===== config.mk =====
export PLATFORM = sky130hd
export DESIGN_NAME = cfg_chain_driver
export DESIGN_NICKNAME = d
export VERILOG_FILES = /design/src/rtl/cfg_chain_driver.sv
export SDC_FILE = /design/constraint.sdc
export NUM_CORES = 1
export LEC_CHECK = 0
export BUFFER_PORTS_ARGS = -buffer_cell sky130_fd_sc_hd__buf_2
export CELL_PAD_IN_SITES_DETAIL_PLACEMENT = 2
export CELL_PAD_IN_SITES_GLOBAL_PLACEMENT = 2
export CORE_ASPECT_RATIO = 1.5
export CORE_MARGIN = 10
export CORE_UTILIZATION = 34
export CTS_CLUSTER_SIZE = 10
export DETAILED_ROUTE_END_ITERATION = 7
export HOLD_SLACK_MARGIN = 0.1
export PLACE_DENSITY = 0.76
export SLEW_MARGIN = 10
export SYNTH_ARGS = -nofsm -noshare
export SYNTH_HDL_FRONTEND = slang
export SYNTH_SLANG_ARGS = --single-unit

===== constraint.sdc =====
create_clock -name clk -period 2 [get_ports clk]
set_input_delay 0.4 -clock clk [delete_from_list [all_inputs] [get_ports clk]]
set_output_delay 0.4 -clock clk [all_outputs]
set_load 0.005 [all_outputs]

===== src/rtl/cfg_chain_driver.sv =====
// Host-side serial configuration chain transmitter: start pulse, ID header (MSB first), payload words (LSB first).
// Optional trailing even-parity bit slot when CFG_CHAIN_DRIVER_PARITY_EN is defined.
module cfg_chain_driver #(
  parameter int ID_WIDTH = 3,
  parameter int WORD_W   = 16,
  parameter int LEN_W    = 8,
  parameter int BIT_DIV  = 1
) (
  input  logic                clk,
  input  logic                crst_n,
  input  logic                cmd_valid,
  output logic                cmd_ready,
  input  logic [ID_WIDTH-1:0] cmd_id,
  input  logic [LEN_W-1:0]    cmd_len,
  input  logic                wd_valid,
  output logic                wd_ready,
  input  logic [WORD_W-1:0]   wd_data,
  output logic                cfg_out_start,
  output logic                cfg_bit_out,
  output logic                cfg_bit_out_valid,
  output logic                busy,
  output logic                done
);

  localparam int MAX_BITS = (WORD_W > ID_WIDTH) ? WORD_W : ID_WIDTH;
  localparam int BC_W     = $clog2(MAX_BITS + 1);
  localparam int DIV_W    = 8;

  typedef enum logic [2:0] {
    S_IDLE, S_START, S_ID, S_DATA, S_PARITY, S_DONE
  } state_t;

`ifdef CFG_CHAIN_DRIVER_PARITY_EN
  localparam state_t S_TAIL = S_PARITY;
`else
  localparam state_t S_TAIL = S_DONE;
`endif

  state_t state, state_nxt;

  logic [ID_WIDTH-1:0] id_q;
  logic [LEN_W-1:0]    len_rem;
  logic [LEN_W-1:0]    acc_rem;
  logic [WORD_W-1:0]   cur;
  logic [WORD_W-1:0]   buf_q;
  logic                cur_full;
  logic                buf_full;
  logic [BC_W-1:0]     bit_cnt;
  logic [DIV_W-1:0]    div_cnt;
`ifdef CFG_CHAIN_DRIVER_PARITY_EN
  logic                par;
`endif

  logic slot_end, id_last, word_last, cmd_fire, wd_fire, cur_done, emitting;

  // Handshakes: a transfer happens on any clock edge where valid & ready are both high;
  // ready never depends on valid, and a producer may hold valid for as long as it likes.
  assign slot_end  = (div_cnt == DIV_W'(BIT_DIV - 1));
  assign id_last   = (bit_cnt == BC_W'(ID_WIDTH - 1));
  assign word_last = (bit_cnt == BC_W'(WORD_W - 1));
  assign cmd_fire  = (state == S_IDLE) && cmd_valid;
  assign wd_fire   = wd_valid && wd_ready;
  assign cur_done  = (state == S_DATA) && cur_full && slot_end && word_last;

  always_ff @(posedge clk or negedge crst_n) begin
    if (!crst_n) state <= S_IDLE;
    else         state <= state_nxt;
  end

  always_comb begin
    state_nxt         = state;
    cmd_ready         = 1'b0;
    wd_ready          = 1'b0;
    cfg_out_start     = 1'b0;
    cfg_bit_out       = 1'b0;
    busy              = 1'b1;
    done              = 1'b0;
    emitting          = 1'b0;
    case (state)
      S_IDLE: begin
        busy      = 1'b0;
        cmd_ready = 1'b1;
        if (cmd_valid) state_nxt = S_START;
      end
      S_START: begin
        cfg_out_start = 1'b1;
        state_nxt     = S_ID;
      end
      S_ID: begin
        emitting    = 1'b1;
        cfg_bit_out = id_q[ID_WIDTH-1];
        // Prefetch the first word during the last header slot so payload follows without a gap.
        wd_ready    = id_last && !buf_full && (acc_rem != '0);
        if (slot_end && id_last) state_nxt = (len_rem != '0) ? S_DATA : S_TAIL;
      end
      S_DATA: begin
        wd_ready = !buf_full && (acc_rem != '0);
        if (cur_full) begin
          emitting    = 1'b1;
          cfg_bit_out = cur[0];
        end
        if (cur_done && (len_rem == LEN_W'(1))) state_nxt = S_TAIL;
      end
`ifdef CFG_CHAIN_DRIVER_PARITY_EN
      S_PARITY: begin
        emitting    = 1'b1;
        cfg_bit_out = par;
        if (slot_end) state_nxt = S_DONE;
      end
`endif
      S_DONE: begin
        done      = 1'b1;
        state_nxt = S_IDLE;
      end
      default: state_nxt = S_IDLE;
    endcase
    cfg_bit_out_valid = emitting && (div_cnt == '0);
  end

  always_ff @(posedge clk or negedge crst_n) begin
    if (!crst_n) begin
      id_q     <= '0;
      len_rem  <= '0;
      acc_rem  <= '0;
      cur      <= '0;
      buf_q    <= '0;
      cur_full <= 1'b0;
      buf_full <= 1'b0;
      bit_cnt  <= '0;
      div_cnt  <= '0;
`ifdef CFG_CHAIN_DRIVER_PARITY_EN
      par      <= 1'b0;
`endif
    end else if (cmd_fire) begin
      id_q     <= cmd_id;
      len_rem  <= cmd_len;
      acc_rem  <= cmd_len;
      cur_full <= 1'b0;
      buf_full <= 1'b0;
      bit_cnt  <= '0;
      div_cnt  <= '0;
`ifdef CFG_CHAIN_DRIVER_PARITY_EN
      par      <= ^cmd_id;
`endif
    end else begin
      // An underrun leaves emitting low, so the slot timer parks at the slot boundary.
      if (emitting) div_cnt <= slot_end ? '0 : div_cnt + DIV_W'(1);
      else          div_cnt <= '0;
      if (emitting && slot_end) begin
        if (((state == S_ID) && id_last) || ((state == S_DATA) && word_last)) bit_cnt <= '0;
        else bit_cnt <= bit_cnt + BC_W'(1);
      end
      if ((state == S_ID) && slot_end) id_q <= id_q << 1;
      if (wd_fire) begin
        acc_rem <= acc_rem - LEN_W'(1);
`ifdef CFG_CHAIN_DRIVER_PARITY_EN
        par     <= par ^ (^wd_data);
`endif
      end
      if (cur_done) len_rem <= len_rem - LEN_W'(1);
      // cur is the shifting word; buf_q holds the next one so words chain back to back.
      if (!cur_full) begin
        if (wd_fire) begin
          cur      <= wd_data;
          cur_full <= 1'b1;
        end
      end else if (cur_done) begin
        if (buf_full) begin
          cur      <= buf_q;
          buf_full <= 1'b0;
        end else if (wd_fire) begin
          cur <= wd_data;
        end else begin
          cur_full <= 1'b0;
        end
      end else begin
        if ((state == S_DATA) && slot_end) cur <= cur >> 1;
        if (wd_fire) begin
          buf_q    <= wd_data;
          buf_full <= 1'b1;
        end
      end
    end
  end

endmodule


==> reports/metrics.yaml, run 1 <==
r2r_start: "bit_cnt[1]$_DFFE_PN0P_"
rr_worst_depth: 10
placement.io_buffers: 37
endpoint_kind: "output pin"
vdd_ir_drop_max_v: 0.000648
layout.cell_area.non_filler_um2: 5170
setup_tns_ns: -7.52
setup_slack_ns: -0.283
syn-cell-area_um2: 3670
yosys-top-cells-area: "dfrtp_1 (47%), nand3_1 (6.5%), mux2_4 (4.1%)"
finalWirelength_um: 15500
seq_power_share_pct: 31.8
ctsHtreeMaxLevel: 3
static-leakage-power_uw: 0.00231
critical_path_arrival_ns: 1.88
hold_viol_final: 0
final_min_period_over_clock_period_pct: 114
failed_checks: "negative setup slack"
regToRegSetupSlack_ns: -0.25
die_area_um2: 15400
yosys_register_bits: 69
die-height_um: 147
maxClockFrequency_mhz: 438
finalSetupViolCount: 40
ios: 38
core_um2: 10600
outcome: "finished, violations left"
antenna_cells: 0
synth_area_leader_cell: "dfrtp_1"
skew_ns: 0.00584
cts.path.max_buffers: 2
postSynth.asyncResetShare_pct: 100
critical_path_required_ns: 1.60
cts_root_buf: "clkbuf_16"
critical_path.startpoint: "bit_cnt[0]$_DFFE_PN0P_"
placement_rows: 46
share_clk_of_total_power_pct: 18.3
drcViolationCount: 0
holdCritPathClass: "in2async"
synth-warning-count: 0
cap_viol_max_count: 0
post_synth_edffs: 0
drt_first_iter_violations: 129
routed-via-count: 3380
design.final.nets: 495
area_delta_synth_final_pct: 41.0
vias_in_the_first_global_route: 4042
max_slew_margin_pct: 68.4
number_of_distinct_standard_cells_referenced_by_the_synthesized_netlist: 59
groute.usage.overall_pct: 19.5
placement.setup.worst_slack_ns: -0.211
yosys_most_used_dff: "dfrtp_1"
post_synth_most_frequent_cells: "dfrtp_1 (69), nand3_1 (48), a21oi_1 (26), nand2_1 (23), nor2_1 (16)"
rsz0062_at_grt: "true"
clk_latency_ns: 0.34
grt_start_max_net_pins: 70
p_switching_uw: 3230
min_clock_period_post_route_ns: 2.28
synthesis.area_per_instance_um2: 10.4
crit_type: "reg2out"
power.internal_uw: 4660
drive_above_1_share_pct: 42.5
power_density_nw_per_um2: 1530
clock_pin_slew_on_the_worst_setup_and_hold_paths_ns: 0.06
wl_per_cell_um: 25.7
worstSetupEndpoint: "wd_ready"
first_pass_iters: 4
tightest_slew_ns: 0.470
cts_made_buffers: 9
synthDominantCellAreaShare_pct: 47.0
final-max-slew-violation-count: 0
tritoncts_clock_tree: "done"
worst_reg2reg_endpoint: "cur[10]$_DFFE_PN0P_"
netlist_instances: 354
final_antenna_net_count: 0
grt_overflow_total: 0
global_route_wire_length_before_repair_um: 23400
antenna_violations_before_repair: 0
clock_sink_count: 69
critical_path_peak_fanout: 2
fin_worst_hold_slack_ns: 0.0735
vias_per_cell: 5.61
comb_power_share_pct: 50.0
yosys.cell_count.top_type: "dfrtp_1"
postCtsHoldBufs: 0
fp.dieW_um: 105
initial_utilization_pct: 34.7
finalWeightedCongestion: 0.781
syn_nets: 393
finalPower_uw: 7890
switching_share_pct: 40.9
ys_seq_area_share_pct: 47.0
dpl_cell_area_um2: 4330
dpl.hpwl_um: 8420
startpoint_type: "flip-flop"
## how the worst min path moves through the flow
stage                 from                      to  slack, ns  depth (start not counted)
finish              crst_n  len_rem[6]$_DFFE_PN0N_       0.07                          2
global route        crst_n  len_rem[6]$_DFFE_PN0N_       0.10                          2
CTS                 crst_n  acc_rem[7]$_DFFE_PN0P_       0.10                          2
detailed placement  crst_n  acc_rem[7]$_DFFE_PN0P_       0.46                          2
global placement    crst_n  acc_rem[5]$_DFFE_PN0P_       0.46                          2
floorplan           crst_n  acc_rem[0]$_DFFE_PN0P_       0.10                          0
## registers in the layout, summed over array words and instances (netlist names), 3 cells and up
signal   flops
bit_cnt      5
len_rem      8
buf_q       16
div_cnt      8
acc_rem      8
state        3
id_q         3
cur         16
## metal layers
metal  vias to the layer above  share of wire, %  track usage, %
met3                        43               3.0            3.85
li1                       1495                 -               -
met2                       106                53            36.0
met4                         0               4.6            9.85
met1                      1736                39            20.1
met5                         -                 0               0
## layout make-up
type / count / area (um^2)
clock buffers: 11 / 233
flip-flops and latches: 69 / 1730
repair buffers: 108 / 850
well taps: 144 / 180
clock inverters: 3 / 15.0
multi-input cells: 255 / 2120
inverters: 13 / 48.8
fillers: 1104 / 5420
## metrics by stage
stage          util (%)  instances
3_3_place_gp       40.9        562
3_5_place_dp       40.9        562
4_1_cts            47.0        599
2_1_floorplan         -        354
5_1_grt            48.9        603
6_report           48.9        603
## timing repair
action	CTS	global route
gates resized for setup	46	45
setup buffers	22	7
pin swaps	28	21
endpoints found under the setup margin	38	56
gates cloned	1	0
## worst max-delay path, cell delays in order (launching register included)
cell and delay, ns:
dfrtp_1 0.41, inv_2 0.10, ha_4 0.14, nor4b_4 0.29, o21ai_2 0.13, a211oi_4 0.21
buf_4 0.16, buf_6 0.09
## power groups by stage
stage	Clock [uW]	Sequential, uW	Combinational, uW
4_1_cts	1410	2430	3460
6_report	1440	2510	3950
3_5_place_dp	0	2430	2820
3_3_place_gp	0	2380	2660
2_1_floorplan	0	2260	1840
5_1_grt	1530	2570	4210
## layout by cell type (no fill, tap or decap), types with 9 or more instances in the layout
master     Yosys  layout
nand2_1       23      21
buf_2          9      35
dfrtp_1       69      67
inv_1         13      10
buf_6          1      17
nand3_1       48      40
xor2_1        11      11
nor2_1        16      16
a221o_1       14      14
mux2_4        10      16
clkbuf_16      0       9
buf_4          1      51
a21oi_1       26      22
## logic make-up (layout without fill, tap and decap cells)
logic type                 Yosys count  in the layout  synth area share, %
and+or+nand+nor                    134            134                 20.7
AOI/OAI and AO/OA                   77             78                 15.1
DFF                                 69             69                 47.0
buffers and inverters               31            135                 3.78
muxes                               19             19                 6.78
xor gates and xnor gates            16             16                 3.82
adders and majority gates            8              8                 2.73
No activity file was read; power rests on OpenSTA's default activity.
==> run 2, diff against run 1 <==
--- a/config.mk
+++ b/config.mk
@@ -15,6 +15,7 @@
 export DETAILED_ROUTE_END_ITERATION = 7
 export HOLD_SLACK_MARGIN = 0.1
 export PLACE_DENSITY = 0.76
+export SETUP_SLACK_MARGIN = 0.5
 export SLEW_MARGIN = 10
 export SYNTH_ARGS = -nofsm -noshare
 export SYNTH_HDL_FRONTEND = slang
==> run 2 against run 1 <==
Compared with the run above:
- sequential share of layout area is 4.9 points lower
- combinational power is 30% higher
- utilization is 8.5 points higher
- sequential cell count stayed put
- critical path depth is 1 higher
- cell count is 6.0% higher
- the flow still finishes with violations (negative setup slack)
- largest cell class unchanged
- largest power group unchanged
- highest routed layer unchanged
- clock skew is 0.0053 ns higher
- sequential power is 4% higher
- critical path type unchanged
- worst hold slack better by 0.21 ns
- via count is 9.6% higher
- global-route usage is 3.5 points higher
==> reports/metrics.yaml, run 2 (synthesis results as in run 1) <==
rr_worst_depth: 10  # unchanged
ios: 38  # unchanged
first_pass_iters: 4  # unchanged
area_occupied_by_multi_input_gates_um2: 2550  # +21%
setup_slack_ns: -0.330  # -0.0468 ns
hold_start: "cmd_id[0]"
finalWeightedCongestion: 0.822  # +5.3%
placement.io_buffers: 37  # unchanged
antenna_violations_before_repair: 0  # unchanged
area_delta_synth_final_pct: 65.5
r2r_start: "bit_cnt[0]$_DFFE_PN0P_"
ctsHtreeMaxLevel: 3  # unchanged
layout.cell_area.non_filler_um2: 6070  # +17%
mostFrequentLayoutCells: "dfrtp_1 (66), buf_4 (59), buf_6 (41)"
die_area_um2: 15400  # unchanged
reg_top3: "buf_q x16, cur x16"
drive_above_1_share_pct: 58.8  # +16 points
area.sequential_um2: 1730  # about the same
cap_viol_max_count: 0  # unchanged
dpl_cell_area_um2: 4510  # +4.2%
startpoint_type: "flip-flop"
initial_utilization_pct: 34.7  # unchanged
critical_path_arrival_ns: 1.93  # +0.05 ns
regToRegSetupSlack_ns: -0.33  # -0.08 ns
routed-via-count: 3706  # +9.6%
clock_pin_slew_on_the_worst_setup_and_hold_paths_ns: 0.06  # about the same
tritoncts_clock_tree: "done"
final-max-slew-violation-count: 0  # unchanged
static-leakage-power_uw: 0.00262  # +13%
fill_cells: 999  # -9.5%
max_slew_margin_pct: 57.8  # -11 points
outcome: "finished, violations left"
vias_in_the_first_global_route: 4227  # +4.6%
crit_type: "reg2out"
wl_per_cell_um: 31.1  # +21%
core_um2: 10600  # unchanged
final_min_period_over_clock_period_pct: 116  # +2.3 points
power_density_nw_per_um2: 1580  # +3.3%
finalSetupViolCount: 51  # +28%
min_delay_worst_endpoint: "id_q[0]$_DFFE_PN0P_"
clock_sink_count: 69  # unchanged
clk_latency_ns: 0.36  # +0.02 ns
hold_path_depth: 3
cts_root_buf: "clkbuf_16"
cts_made_buffers: 9  # unchanged
maxClockFrequency_mhz: 429  # -2.0%
vias_per_cell: 5.80  # +3.5%
min_clock_period_post_route_ns: 2.33  # +0.0468 ns
skew_ns: 0.0112  # +0.00531 ns
dpl.hpwl_um: 9070  # +7.7%
grt_overflow_total: 0  # unchanged
final_common_cell: "dfrtp_1"
drt_first_iter_violations: 161  # +25%
global_route_wire_length_before_repair_um: 27000  # +15%
failed_checks: "negative setup slack"
hold_viol_final: 0  # unchanged
antenna_cells: 0  # unchanged
placement_rows: 46  # unchanged
finalWirelength_um: 19900  # +28%
worst_reg2reg_endpoint: "buf_q[8]$_DFFE_PN0P_"
final_antenna_net_count: 0  # unchanged
numPlacedInstances: 571  # +1.6%
design.final.nets: 529  # +6.9%
die-height_um: 147  # unchanged
grt_start_max_net_pins: 70  # unchanged
cts.path.max_buffers: 2  # unchanged
vdd_ir_drop_max_v: 0.000720  # +11%
drcViolationCount: 0  # unchanged
rsz0062_at_grt: "true"
groute.usage.overall_pct: 22.9  # +3.5 points
fp.dieW_um: 105  # unchanged
critical_path_required_ns: 1.60  # about the same
holdCritPathClass: "in2reg"
post_layout_nonfiller_instances: 639  # +6.0%
tightest_slew_ns: 0.628  # +0.158 ns
critical_path_peak_fanout: 2  # unchanged
endpoint_kind: "output pin"
## run 2: changes by cell type in the layout (fill, tap and decap cells not counted), sizes merged
cell	previous run	this run
clkinvlp	0	1
inv	13	14
bufinv	0	2
dlygate4sd3	0	1
clkbuf	11	9
buf	108	141
## run 2: power by group
group / leakage, uW / total [uW] / internal [uW] / switching, uW
Sequential: 0.000862 / 2600 / 1940 / 660
Combinational: 0.00160 / 5150 / 2450 / 2700
Clock: 0.000160 / 1820 / 1100 / 720
## run 2: repair_timing
action	in CTS	in global routing
setup endpoints to repair	76	76
resized for setup	117	77
gates cloned	2	0
buffers inserted	29	20
hold endpoints to repair	7	0
pin swaps	42	22
hold buffers	1	0
## run 2: routing by layer
layer	wire [um]	vias up	track usage, %
met4	948	0	12.5
met2	11000	117	40.7
li1	-	1570	-
met3	564	55	3.94
met1	7380	1964	25.2
met5	0	-	0
## run 2: worst max-delay path, cell delays in order, from the launching register on
cell,delay [ns]
dfrtp_1,0.40
inv_2,0.07
ha_4,0.13
nor4b_4,0.20
buf_4,0.18
o21ai_4,0.08
a211oi_4,0.25
buf_6,0.16
buf_6,0.09
## run 2: how the worst max path moves through the flow
stage	start	to	slack [ns]	cells past startpoint
2_1_floorplan	bit_cnt[0]$_DFFE_PN0P_	buf_q[0]$_DFFE_PN0P_	-0.02	8
3_3_place_gp	bit_cnt[0]$_DFFE_PN0P_	cur[0]$_DFFE_PN0P_	-0.02	7
3_5_place_dp	bit_cnt[1]$_DFFE_PN0P_	cur[4]$_DFFE_PN0P_	-0.12	7
4_1_cts	bit_cnt[0]$_DFFE_PN0P_	wd_ready	-0.22	8
5_1_grt	bit_cnt[0]$_DFFE_PN0P_	wd_ready	-0.41	8
6_report	bit_cnt[0]$_DFFE_PN0P_	wd_ready	-0.33	8
## run 2: layout make-up
type | instances | share of cell area [%]
Multi-Input combinational cell | 255 | 42.1
Sequential cell | 69 | 28.5
Inverter | 13 | 0.865
Clock buffer | 9 | 3.71
Clock inverter | 7 | 1.59
Timing Repair Buffer | 142 | 20.3
Tap cell | 144 | 2.97
## run 2: metrics by stage
step	hold slack [ns]	worst slack [ns]	power (uW)	setup TNS [ns]	util, %
6_report	0.283	-0.330	9570	-11.79	57.4
5_1_grt	0.295	-0.409	9940	-15.81	57.4
4_1_cts	0.263	-0.216	8330	-3.21	52.6
3_5_place_dp	0.461	-0.120	5500	-2.41	42.6
3_3_place_gp	0.461	-0.0210	5270	-0.149	42.6
2_1_floorplan	0.104	-0.0222	4240	-0.253	-
==> run 3, diff against run 2 <==
--- a/config.mk
+++ b/config.mk
@@ -8,13 +8,13 @@
 export BUFFER_PORTS_ARGS = -buffer_cell sky130_fd_sc_hd__buf_2
 export CELL_PAD_IN_SITES_DETAIL_PLACEMENT = 2
 export CELL_PAD_IN_SITES_GLOBAL_PLACEMENT = 2
-export CORE_ASPECT_RATIO = 1.5
+export CORE_ASPECT_RATIO = 0.7
 export CORE_MARGIN = 10
-export CORE_UTILIZATION = 34
+export CORE_UTILIZATION = 38
 export CTS_CLUSTER_SIZE = 10
 export DETAILED_ROUTE_END_ITERATION = 7
 export HOLD_SLACK_MARGIN = 0.1
-export PLACE_DENSITY = 0.76
+export PLACE_DENSITY = 0.8
 export SETUP_SLACK_MARGIN = 0.5
 export SLEW_MARGIN = 10
 export SYNTH_ARGS = -nofsm -noshare
==> constraint.sdc (replaced) <==
create_clock -name clk -period 2.6 [get_ports clk]
set_input_delay 0.52 -clock clk [delete_from_list [all_inputs] [get_ports clk]]
set_output_delay 0.52 -clock clk [all_outputs]
set_load 0.005 [all_outputs]
==> run 3 against run 2 <==
Compared with the run above:
- the run now ends clean
- die area decreased by 9.0%
- non-clock buffer count decreased by 63
- sequential share of layout area grew 7.0 points
- total power fell by 37%
- clock power fell by 31%
- worst setup slack better by 0.53 ns
- sequential cell count stayed put
- clock skew decreased by 0.0026 ns
- via count down 7.7%
- global-route usage decreased by 2.5 points
==> reports/metrics.yaml, run 3 (synthesis results as in run 1) <==
outcome: "completed"
routed-via-count: 3422  # -7.7%
fp.dieW_um: 137  # +31%
cts_root_buf: "clkbuf_16"
critical_path_peak_fanout: 11  # +9
max_slew_margin_pct: 62.3  # +4.5 points
finalSetupViolCount: 0  # -100%
ios: 38  # unchanged
min_clock_period_post_route_ns: 2.40
mostFrequentLayoutCells: "dfrtp_1 (67), nand3_1 (47), buf_2 (37)"
area_delta_synth_final_pct: 32.7
tightest_slew_ns: 0.566  # -0.0622 ns
cap_viol_max_count: 0  # unchanged
endpoint_kind: "flip-flop"
placement.io_buffers: 37  # unchanged
ctsHtreeMaxLevel: 3  # unchanged
tritoncts_clock_tree: "done"
static-leakage-power_uw: 0.00215  # -18%
clk_latency_ns: 0.34  # -0.02 ns
final_common_cell: "dfrtp_1"
first_pass_iters: 5  # +1
holdCritPathClass: "in2async"
reg_top3: "buf_q x16, cur x16"
die_area_um2: 14100  # -9.0%
final_antenna_net_count: 0  # unchanged
final-max-slew-violation-count: 0  # unchanged
critical_path_arrival_ns: 2.61  # +0.68 ns
skew_ns: 0.00859  # -0.00257 ns
cts_made_buffers: 9  # unchanged
vias_in_the_first_global_route: 3800  # -10%
finalWirelength_um: 15600  # -22%
area_occupied_by_multi_input_gates_um2: 2050  # -20%
cts.path.max_buffers: 2  # unchanged
vdd_ir_drop_max_v: 0.000497  # -31%
final_min_period_over_clock_period_pct: 92.2
groute.usage.overall_pct: 20.4  # -2.5 points
dpl.hpwl_um: 7960  # -12%
grt_overflow_total: 0  # unchanged
placement_rows: 29  # -37%
die-height_um: 102  # -31%
antenna_cells: 0  # unchanged
clock_sink_count: 69  # unchanged
global_route_wire_length_before_repair_um: 22100  # -18%
utilization_pct: 52.6  # -4.7 points
initial_utilization_pct: 39.7  # +5.0 points
area.sequential_um2: 1730  # about the same
grt_start_max_net_pins: 70  # unchanged
drcViolationCount: 0  # unchanged
hold_viol_final: 0  # unchanged
drive_above_1_share_pct: 35.0  # -24 points
fill_cells: 917  # -8.2%
startpoint_type: "flip-flop"
antenna_violations_before_repair: 0  # unchanged
setup_tns_ns: 0  # +11.79 ns
rsz0062_at_grt: "true"
power_density_nw_per_um2: 1240  # -22%
wl_per_cell_um: 28.1  # -9.9%
core_um2: 9250  # -13%
maxClockFrequency_mhz: 417
postCtsHoldBufs: 0  # -1
crit_type: "reg2reg"
drt_first_iter_violations: 305  # +89%
vias_per_cell: 6.15  # +6.1%
design.final.nets: 466  # -12%
critical_path_required_ns: 2.81  # +1.21 ns
finalWeightedCongestion: 0.784  # -4.6%
clock_pin_slew_on_the_worst_setup_and_hold_paths_ns: 0.06  # about the same
-- run 3: final cells by class --
type	instances	area share, %
Clock buffer	12	5.06
Clock inverter	4	0.976
Inverter	13	1.00
Multi-Input combinational cell	255	42.2
Sequential cell	69	35.5
Tap cell	124	3.19
Timing Repair Buffer	79	12.1
-- run 3: layer usage --
metal	up-vias	global-route usage [%]	share of wire [%]	wire length (um)
li1	1445	-	-	-
met1	1792	24.0	41	6410
met2	133	36.4	51	7880
met3	52	4.26	4.5	705
met4	0	6.54	3.8	600
met5	-	0	0	0
-- run 3: power breakdown --
group / leakage, uW / internal, uW / switching [uW]
sequential: 0.000863 / 1490 / 520
combinational: 0.00114 / 1260 / 1490
clock: 0.000143 / 767 / 485
total: 0.00215 / 3520 / 2500
-- run 3: through the flow --
stage | cell area, um^2 | hold WS (ns) | instances | total power (uW) | setup slack [ns]
2_1_floorplan | 3670 | 0.224 | 354 | 3140 | 0.508
3_3_place_gp | 4030 | 0.470 | 510 | 3640 | 0.157
3_5_place_dp | 4030 | 0.484 | 510 | 3790 | 0.0422
4_1_cts | 4610 | 0.223 | 545 | 5410 | 0.188
5_1_grt | 4870 | 0.239 | 556 | 6280 | 0.143
6_report | 4870 | 0.208 | 556 | 6020 | 0.203
-- run 3: worst max-delay path: stages, from the launching register on --
cell,delay [ns]
dfrtp_1,0.40
buf_6,0.13
buf_6,0.11
ha_4,0.16
and3_4,0.19
ha_4,0.20
and4_4,0.18
nor2_4,0.16
nand4_4,0.19
buf_12,0.22
mux2_1,0.33
-- run 3: final timing paths --
path / start / to / slack (ns) / cells after the start
worst max-delay path: bit_cnt[0]$_DFFE_PN0P_ / buf_q[11]$_DFFE_PN0P_ / 0.20 / 10
worst min-delay path: crst_n / div_cnt[0]$_DFF_PN0_ / 0.21 / 2
worst max register to register: bit_cnt[0]$_DFFE_PN0P_ / buf_q[11]$_DFFE_PN0P_ / 0.20 / 10
worst min register to register: div_cnt[0]$_DFF_PN0_ / div_cnt[0]$_DFF_PN0_ / 0.51 / 1
max in group asynchronous: crst_n / state[0]$_DFFE_PN0P_ / 2.08 / 2
min in group clk: cmd_id[1] / id_q[1]$_DFFE_PN0P_ / 0.39 / 3
-- run 3: timing repair --
item	4_1_cts	5_1_grt
buffers inserted	18	11
pin swaps	13	29
gates resized for setup	31	36
cloned	1	0
setup endpoints to repair	43	56
